## config.mk

```make
export PLATFORM = sky130hd
export DESIGN_NAME = pc_seq_ctrl_flat
export DESIGN_NICKNAME = d
export VERILOG_FILES = /design/src/rtl/pc_seq_pkg.sv /design/src/rtl/pc_seq_ctrl_if.sv /design/src/rtl/pc_seq_ctrl_irq_prio_enc.sv /design/src/rtl/pc_seq_ctrl.sv /design/src/flat_wrapper.sv
export SDC_FILE = /design/constraint.sdc
export NUM_CORES = 1
export LEC_CHECK = 0
export BUFFER_PORTS_ARGS = -buffer_cell sky130_fd_sc_hd__buf_2
export CORE_AREA = 2 2 39 41
export CTS_CLUSTER_SIZE = 16
export DETAILED_ROUTE_END_ITERATION = 6
export DIE_AREA = 0 0 41 43
export PLACE_DENSITY = 0.7
export SYNTH_ARGS = -nofsm -noshare
export SYNTH_HDL_FRONTEND = slang
export SYNTH_SLANG_ARGS = --single-unit
```

## constraint.sdc

```tcl
create_clock -name clk -period 1.88 [get_ports clk]
set_input_delay 0.282 -clock clk [delete_from_list [all_inputs] [get_ports clk]]
set_output_delay 0.282 -clock clk [all_outputs]
set_load 0.005 [all_outputs]
```

## src/rtl/pc_seq_pkg.sv

```systemverilog
`default_nettype none
// ============================================================================
// Module   : pc_seq_pkg
// Purpose  : PCSrc codes, op_class encodings and FSM state type shared by the
//            PC sequencing controller.
// Revision : 1.0 - initial release
// ============================================================================
package pc_seq_pkg;

    localparam logic [2:0] PCS_PLUS4  = 3'b000;
    localparam logic [2:0] PCS_BRANCH = 3'b001;
    localparam logic [2:0] PCS_JUMP   = 3'b010;
    localparam logic [2:0] PCS_REG    = 3'b011;
    localparam logic [2:0] PCS_ILLOP  = 3'b100;
    localparam logic [2:0] PCS_XADR   = 3'b101;
    localparam logic [2:0] PCS_HOLD   = 3'b111;

    localparam logic [2:0] OP_SEQ     = 3'd0;
    localparam logic [2:0] OP_BRANCH  = 3'd1;
    localparam logic [2:0] OP_JUMP    = 3'd2;
    localparam logic [2:0] OP_JR      = 3'd3;
    localparam logic [2:0] OP_ILLEGAL = 3'd4;
    localparam logic [2:0] OP_ERET    = 3'd5;

    typedef enum logic [1:0] {
        ST_RUN      = 2'd0,
        ST_ENTER    = 2'd1,
        ST_REDIRECT = 2'd2
    } seq_state_e;

    // Encodings 6 and 7 are unassigned and trap like the explicit illegal op.
    function automatic logic is_illegal(input logic [2:0] op);
        return (op == OP_ILLEGAL) || (op[2:1] == 2'b11);
    endfunction

endpackage
`default_nettype wire

```

## src/rtl/pc_seq_ctrl_if.sv

```systemverilog
`default_nettype none
// ============================================================================
// Module   : pc_seq_ctrl_if
// Purpose  : Decoder-side inputs and PC-unit-side outputs of pc_seq_ctrl.
// Revision : 1.0 - initial release
// ============================================================================
interface pc_seq_ctrl_if #(
    parameter int IRQ_LINES = 4
);
    logic                 stall;
    logic [2:0]           op_class;
    logic                 kernel;
    logic [IRQ_LINES-1:0] irq;
    logic [2:0]           pc_src;
    logic                 epc_we;
    logic [IRQ_LINES-1:0] irq_ack;
    logic                 irq_active;
    logic                 wdt_fire;

    modport master (
        output stall, op_class, kernel, irq,
        input  pc_src, epc_we, irq_ack, irq_active, wdt_fire
    );

    modport slave (
        input  stall, op_class, kernel, irq,
        output pc_src, epc_we, irq_ack, irq_active, wdt_fire
    );
endinterface
`default_nettype wire

```

## src/rtl/pc_seq_ctrl_irq_prio_enc.sv

```systemverilog
`default_nettype none
// ============================================================================
// Module   : irq_prio_enc
// Purpose  : Sticky interrupt pending register with lowest-index-wins
//            one-hot priority encoder.
// Revision : 1.0 - initial release
// ============================================================================
module irq_prio_enc
    import pc_seq_pkg::*;
#(
    parameter int IRQ_LINES = 4
) (
    input  wire logic                 clk,
    input  wire logic                 reset,
    input  wire logic [IRQ_LINES-1:0] i_irq,
    input  wire logic [IRQ_LINES-1:0] i_clr,
    output logic      [IRQ_LINES-1:0] o_onehot,
    output logic                      o_valid
);
    logic [IRQ_LINES-1:0] r_pend_q;
    logic [IRQ_LINES-1:0] w_pend_d;
    logic                 w_found;

    // A line still held high re-arms its bit even in the cycle it is acked.
    always_comb begin
        w_pend_d = (r_pend_q & ~i_clr) | i_irq;
    end

    always_ff @(posedge clk) begin
        if (reset) begin
            r_pend_q <= '0;
        end else begin
            r_pend_q <= w_pend_d;
        end
    end

    always_comb begin
        o_onehot = '0;
        w_found  = 1'b0;
        for (int i = 0; i < IRQ_LINES; i++) begin
            if (r_pend_q[i] && !w_found) begin
                o_onehot[i] = 1'b1;
                w_found     = 1'b1;
            end
        end
    end

    assign o_valid = |r_pend_q;

endmodule
`default_nettype wire

```

## src/rtl/pc_seq_ctrl.sv

```systemverilog
`default_nettype none
// ============================================================================
// Module   : pc_seq_ctrl
// Purpose  : Chooses the PCSrc code each cycle; handles illegal-op traps and
//            two-cycle interrupt entry. Optional stall watchdog enabled by
//            defining PC_SEQ_STALL_WDT_EN.
// Revision : 1.0 - initial release
// ============================================================================
module pc_seq_ctrl
    import pc_seq_pkg::*;
#(
    parameter int IRQ_LINES   = 4,
    parameter int STALL_LIMIT = 1024
) (
    input  wire logic   clk,
    input  wire logic   reset,
    pc_seq_ctrl_if.slave bus
);
    if (IRQ_LINES < 1 || IRQ_LINES > 8 || STALL_LIMIT < 2) begin : g_param_check
        $error("pc_seq_ctrl: parameter out of range");
    end

    seq_state_e           r_state_q, w_state_d;
    logic [IRQ_LINES-1:0] r_winner_q, w_winner_d;
    logic [IRQ_LINES-1:0] w_pend_onehot;
    logic                 w_pend_valid;
    logic [IRQ_LINES-1:0] w_ack;
    logic [2:0]           w_pc_src;
    logic                 w_epc_we;
    logic                 w_wdt_fire;
    logic                 w_wdt_expired;

    irq_prio_enc #(
        .IRQ_LINES (IRQ_LINES)
    ) u_prio (
        .clk      (clk),
        .reset    (reset),
        .i_irq    (bus.irq),
        .i_clr    (w_ack),
        .o_onehot (w_pend_onehot),
        .o_valid  (w_pend_valid)
    );

`ifdef PC_SEQ_STALL_WDT_EN
    localparam int WDT_W = $clog2(STALL_LIMIT + 1);
    localparam logic [WDT_W-1:0] WDT_LIMIT = WDT_W'(STALL_LIMIT);

    logic [WDT_W-1:0] r_wdt_cnt_q, w_wdt_cnt_d;

    // Counter only advances in RUN, so it can only expire while in RUN.
    assign w_wdt_expired = (r_state_q == ST_RUN) && (r_wdt_cnt_q == WDT_LIMIT);

    always_comb begin
        w_wdt_cnt_d = r_wdt_cnt_q;
        if (w_wdt_expired || !bus.stall) begin
            w_wdt_cnt_d = '0;
        end else if (r_state_q == ST_RUN) begin
            w_wdt_cnt_d = r_wdt_cnt_q + WDT_W'(1);
        end
    end

    always_ff @(posedge clk) begin
        if (reset) begin
            r_wdt_cnt_q <= '0;
        end else begin
            r_wdt_cnt_q <= w_wdt_cnt_d;
        end
    end
`else
    assign w_wdt_expired = 1'b0;
`endif

    always_comb begin
        w_state_d  = r_state_q;
        w_winner_d = r_winner_q;
        w_pc_src   = PCS_HOLD;
        w_epc_we   = 1'b0;
        w_ack      = '0;
        w_wdt_fire = 1'b0;
        case (r_state_q)
            ST_RUN: begin
                if (w_wdt_expired) begin
                    w_pc_src   = PCS_ILLOP;
                    w_epc_we   = 1'b1;
                    w_wdt_fire = 1'b1;
                end else if (!bus.stall) begin
                    if (is_illegal(bus.op_class)) begin
                        w_pc_src = PCS_ILLOP;
                        w_epc_we = 1'b1;
                    end else if (!bus.kernel && w_pend_valid) begin
                        // PC holds this cycle; EPC captures it during ENTER.
                        w_winner_d = w_pend_onehot;
                        w_state_d  = ST_ENTER;
                    end else if (bus.op_class == OP_ERET) begin
                        w_pc_src = PCS_REG;
                    end else begin
                        w_pc_src = bus.op_class;
                    end
                end
            end
            ST_ENTER: begin
                if (!bus.stall) begin
                    w_epc_we  = 1'b1;
                    w_ack     = r_winner_q;
                    w_state_d = ST_REDIRECT;
                end
            end
            ST_REDIRECT: begin
                if (!bus.stall) begin
                    w_pc_src  = PCS_XADR;
                    w_state_d = ST_RUN;
                end
            end
            default: begin
                w_state_d = ST_RUN;
            end
        endcase
        if (reset) begin
            w_pc_src   = PCS_HOLD;
            w_epc_we   = 1'b0;
            w_ack      = '0;
            w_wdt_fire = 1'b0;
        end
    end

    always_ff @(posedge clk) begin
        if (reset) begin
            r_state_q  <= ST_RUN;
            r_winner_q <= '0;
        end else begin
            r_state_q  <= w_state_d;
            r_winner_q <= w_winner_d;
        end
    end

    assign bus.pc_src     = w_pc_src;
    assign bus.epc_we     = w_epc_we;
    assign bus.irq_ack    = w_ack;
    assign bus.irq_active = !reset && (r_state_q != ST_RUN);
    assign bus.wdt_fire   = w_wdt_fire;

endmodule
`default_nettype wire

```

## src/flat_wrapper.sv

```systemverilog
// flat-port wrapper written by rule: the top's interface ports become plain ports
module pc_seq_ctrl_flat import pc_seq_pkg::*;
#(
    parameter int IRQ_LINES   = 4,
    parameter int STALL_LIMIT = 1024
)
  (clk, reset, bus_stall, bus_op_class, bus_kernel, bus_irq, bus_pc_src, bus_epc_we, bus_irq_ack, bus_irq_active, bus_wdt_fire);
  pc_seq_ctrl_if #(.IRQ_LINES(IRQ_LINES)) bus_i ();
  input  wire logic clk;
  input  wire logic reset;
  input wire logic [$bits(bus_i.stall)-1:0] bus_stall;
  input wire logic [$bits(bus_i.op_class)-1:0] bus_op_class;
  input wire logic [$bits(bus_i.kernel)-1:0] bus_kernel;
  input wire logic [$bits(bus_i.irq)-1:0] bus_irq;
  output wire logic [$bits(bus_i.pc_src)-1:0] bus_pc_src;
  output wire logic [$bits(bus_i.epc_we)-1:0] bus_epc_we;
  output wire logic [$bits(bus_i.irq_ack)-1:0] bus_irq_ack;
  output wire logic [$bits(bus_i.irq_active)-1:0] bus_irq_active;
  output wire logic [$bits(bus_i.wdt_fire)-1:0] bus_wdt_fire;
  assign bus_i.stall = bus_stall;
  assign bus_i.op_class = bus_op_class;
  assign bus_i.kernel = bus_kernel;
  assign bus_i.irq = bus_irq;
  assign bus_pc_src = bus_i.pc_src;
  assign bus_epc_we = bus_i.epc_we;
  assign bus_irq_ack = bus_i.irq_ack;
  assign bus_irq_active = bus_i.irq_active;
  assign bus_wdt_fire = bus_i.wdt_fire;
  pc_seq_ctrl #(.IRQ_LINES(IRQ_LINES), .STALL_LIMIT(STALL_LIMIT)) u_core (.clk(clk), .reset(reset), .bus(bus_i));
endmodule
```

### Word-level counts from Yosys, hierarchy flattened

Index checks and enable logic that the tools add are counted.

| word-level totals | value |
|---|---|
| flip-flop bits (word level) | 10 |
| input bits | 11 |
| output and inout bits | 10 |
| word-level logic and storage cells | 61 |

| operators by class | value |
|---|---|
| eq/ne operators | 10 |
| multiplexer cells | 27 |
| bitwise operators | 5 |
| reduce and logical (&&, ||, !) cells | 16 |

Operator list:

| cell | count |
|---|---|
| $mux 3 | 5 |
| $mux 2 | 6 |
| $mux 4 | 3 |
| $mux 1 | 10 |
| $ne 2x2->1 const B | 4 |
| $eq 3x3->1 const B | 2 |
| $pmux 2 s3 | 1 |
| $pmux 3 s2 | 1 |
| $logic_and 1x1->1 | 5 |
| $logic_not 1->1 | 5 |
| $reduce_and 5->1 | 1 |
| $and 4x4->4 | 1 |
| $eq 2x2->1 const B | 2 |
| $not 4->4 | 1 |
| $or 4x4->4 | 1 |
| $reduce_and 4->1 | 1 |
| $reduce_or 4->1 | 1 |
| $eq 2x1->1 const B | 1 |
| $logic_not 2->1 | 1 |
| $ne 2x1->1 const B | 1 |
| $not 1->1 | 2 |
| $pmux 1 s2 | 1 |
| $reduce_bool 2->1 | 1 |
| $logic_or 1x1->1 | 1 |

### Depth between registers and ports, before layout

| depth | value |
|---|---|
| depth in word-level cells | 10 |
| depth in mapped cells | 5 |
| mapped depth without buffers | 4 |

### Hierarchy

From an unflattened synthesis, not the netlist that was laid out.

| unflattened totals | value |
|---|---|
| cells, all modules | 71 |
| area total of the unflattened synthesis | 600.6 µm² |

Modules (own cells, without submodules):

| module | times used | cells an instance | area an instance (µm²) | sequential area each (µm²) |
|---|---|---|---|---|
| pc_seq_ctrl | 1 | 50 | 419.2 | 120.1 |
| irq_prio_enc | 1 | 21 | 181.4 | 80.1 |

### Worst setup path before layout

No wires, ideal clock.

| path | value |
|---|---|
| kind | register to output |
| start | register u_core.u_prio.r_pend_q[0] |
| end | output port bus_pc_src[2] |
| arrival | 1.212 ns |
| data required time | 1.598 ns |
| path slack | 0.386 ns |
| stages on the path, launching flop included | 4 |
| buffers on the path | 0 |
| cell sequence | dfxtp_1 > nor4_4 > nor2_2 > or4_1 |

| between the ends | value |
|---|---|
| longest elaborated chain between the ends | 7 |

Ends and longest elaborated chain:

| what | RTL line | text |
|---|---|---|
| from (decl) | pc_seq_ctrl_irq_prio_enc.sv:20 | `logic [IRQ_LINES-1:0] r_pend_q;` |
| from (signal assigned) | pc_seq_ctrl_irq_prio_enc.sv:33 | `r_pend_q <= w_pend_d;` |
| $reduce_or 4->1 | pc_seq_ctrl_irq_prio_enc.sv:48 | `assign o_valid = \|r_pend_q;` |
| $logic_and 1x1->1 | pc_seq_ctrl.sv:90 | `end else if (!bus.kernel && w_pend_valid) begin` |
| $mux 3 | pc_seq_ctrl.sv:90 |  |
| $mux 3 | pc_seq_ctrl.sv:87 | `if (is_illegal(bus.op_class)) begin` |
| $mux 3 | pc_seq_ctrl.sv:86 | `end else if (!bus.stall) begin` |
| $pmux 3 s2 | pc_seq_ctrl.sv:80 | `case (r_state_q)` |
| $mux 3 | pc_seq_ctrl.sv:118 | `if (reset) begin` |
| to (decl) | flat_wrapper.sv:15 | `output wire logic [$bits(bus_i.pc_src)-1:0] bus_pc_src;` |

Every way passes these cells.

### Worst setup path after layout

Ends and elaborated chain as after synthesis.

==> run summary <==
adder-cell share of the synthesized area -> 0
HP Start -> bus_irq[1]
die area -> 0.00176 mm2
Die Span Y -> 43 um
RSZ-0062 raised after global routing -> true
crit end category -> primary output
RR Startpoint -> u_core.u_prio.r_pend_q[3]
sequential element share of the synthesized area -> 0.358
DIE WIDTH -> 41 um
# rows -> 14
Cells after DPL -> 106
Yosys reg bits -> 10
Tot GR Track Use -> 0.171
Layout area overhead -> 33.6%
CP arrival -> 1610 ps
Final Hold Viols -> 0
Post-Syn Instances -> 74
clk_skew -> 1.85 ps
detailed placement HPWL -> 942 um
WP buf/inv -> 1
Max Slew Vio Count -> 0
Nets -> 110
share of layout cells above drive strength 1 -> 0.388
syn_nets -> 85
total number of vias -> 608
Synth warnings -> 0
vias in the first global route -> 482
CP delay by family, top -> simple AND/OR/NAND/NOR gates
most frequent cells after synthesis -> 11 x nor2_1, 10 x dfxtp_1, 9 x a21oi_1
Final Non-Filler Cells -> 114
IO Count -> 21
Synth Area in Compound Gates -> 0.177
filler cell count -> 137
VDD IR-drop max -> 0.000437 V
initial core utilization -> 0.404
post-route DRC violation count -> 0
predominant post-synthesis flop cell -> dfxtp_1
Place WS -> 201 ps
Final WS setup -> -7.32 ps
Hold-fix buffers, CTS -> 0
CP Depth -> 4
clock net sink count -> 10
FMAX -> 530 MHz
Power Total -> 0.516 mW
R2R cell count -> 5
Iter 0 DRT Violations -> 5
first-pass GRT wire length -> 1980 um
Synth Area in Simple Gates -> 0.409
top post-synthesis cells by area -> dfxtp_1 36%, a21oi_1 8.1%, nor2_1 7.4%, and2_1 4.5%, o21ai_0 4.5%
GRT overflow -> 0
core area -> 0.00138 mm2
EDFF count, synth -> 0
largest net degree at the start of global routing -> 17
drt pass-1 iters -> 4
WS Path Type -> register to primary output
diode count -> 0
status -> finished, violations left
Avg WL per Cell -> 11.9 um
Util after Layout -> 0.540
post-route ant nets -> 0
Clock Path Buffers -> 2
setup violators final -> 1
root buf cell -> clkbuf_4
final period utilization -> 1.00
asr flop ratio synth -> 0
mux contribution to synthesized area -> 0
cts bufs inserted -> 3
count leader, synth -> nor2_1
combinational family with the most area after synthesis -> simple AND/OR/NAND/NOR gates
initial antenna violation count -> 0
worst-path cell chain -> nor4_4 > nor2_2 > or4_1 > buf_2
max incr delay on CP -> 470 ps
worst-path fanout max -> 4
max cap viols -> 0
worst path required time -> 1600 ps
slowest stage cell, crit path -> or4_1
CTS tree -> yes
Worst Hold Path Cells -> 3
drt total wl -> 1360 um
syn_area_per_cell -> 7.56 um2
Reg clk slew, reported paths -> 70 ps
crit start category -> register
H-tree depth -> 1
number of vias per cell -> 5.33
Post-Syn Area -> 559 um2
Final min period -> 1890 ps
Power Dens Cells -> 691 mW/mm2
Yosys top cell area share -> 0.358
port buffer count -> 19
failing checks -> negative setup slack
cell taking the most area after synthesis -> dfxtp_1
count of different cell masters after synthesis -> 28
post-synthesis xor/xnor area fraction -> 0
Critical Path Start -> u_core.u_prio.r_pend_q[0]
Lkg Pwr -> 0.312 nW
clk_lat worst skew -> 270 ps
GP Congestion -> 0.883
HP Class -> input pin to register
## kinds of logic (layout without fill, tap and decap cells)
logic type,after synthesis,after routing
buf+inv,6,30
flops,10,10
simple gates,39,39
other cells,1,1
compound gates,18,18
## repair_timing
action / 4_1_cts / 5_1_grt
buffers inserted: 3 / 1
pin swaps: 2 / 2
gates resized for setup: 4 / 3
hold endpoints to repair: 0 / 0
setup endpoints to repair: 1 / 1
## flip-flops by register name, indices dropped and copies added, names as in the netlist
| register | flops |
|---|---|
| u_core.r_state_q | 2 |
| u_core.u_prio.r_pend_q | 4 |
| u_core.r_winner_q | 4 |
## stage by stage
step	TNS (ps)	hold WS [ps]	cell area, um2
global route	-60.1	239	747
CTS	-18.9	218	733
global placement	0	476	666
floorplan	0	353	559
finish	-7.32	221	747
detailed placement	0	485	666
## path summary, 6_finish.rpt
check                                    to  slack [ps]
setup / recovery              bus_pc_src[2]          -7
hold / removal    u_core.u_prio.r_pend_q[1]         220
setup reg to reg        u_core.r_state_q[0]         500
hold reg to reg        u_core.r_winner_q[3]         490
## power by group
group	switching, mW	internal (mW)
clock network	0.0795	0.118
registers	0.0132	0.221
logic	0.0437	0.0411
total	0.136	0.380
## per-layer routing
metal  share of wire  GRT usage
met1            0.43      0.208
met2            0.47      0.253
met3           0.071     0.0366
met4           0.028      0.120
met5               0          0
## cells in the final DEF, fill, tap and decap left out, types with 2 or more instances in the layout
cell      instances
nor2_2            2
dfxtp_1           7
nand4_1           2
a21oi_1           9
nor2_1           10
buf_2            19
o21ai_0           5
nor3_1            4
nand2_1           5
clkbuf_4          3
and2_1            4
nor2b_1           2
nor4_1            2
buf_4             6
dfxtp_4           2
## layout make-up
class / instances / area (um2) / area share
sequential: 10 / 209 / 0.280
multi-input combinational: 58 / 338 / 0.452
inverter: 1 / 3.75 / 0.00503
clock buffer: 4 / 36.3 / 0.0486
timing repair buffer: 25 / 140 / 0.188
tap: 16 / 20.0 / 0.0268
## tightest hold or removal path, delay by kind of cell
kind	cells	cell delay [ps]
AO/OA/AOI/OAI	1	30
AND/OR/NAND/NOR	1	70
buffers and inverters	1	80
No activity file was read; power rests on OpenSTA's default activity.
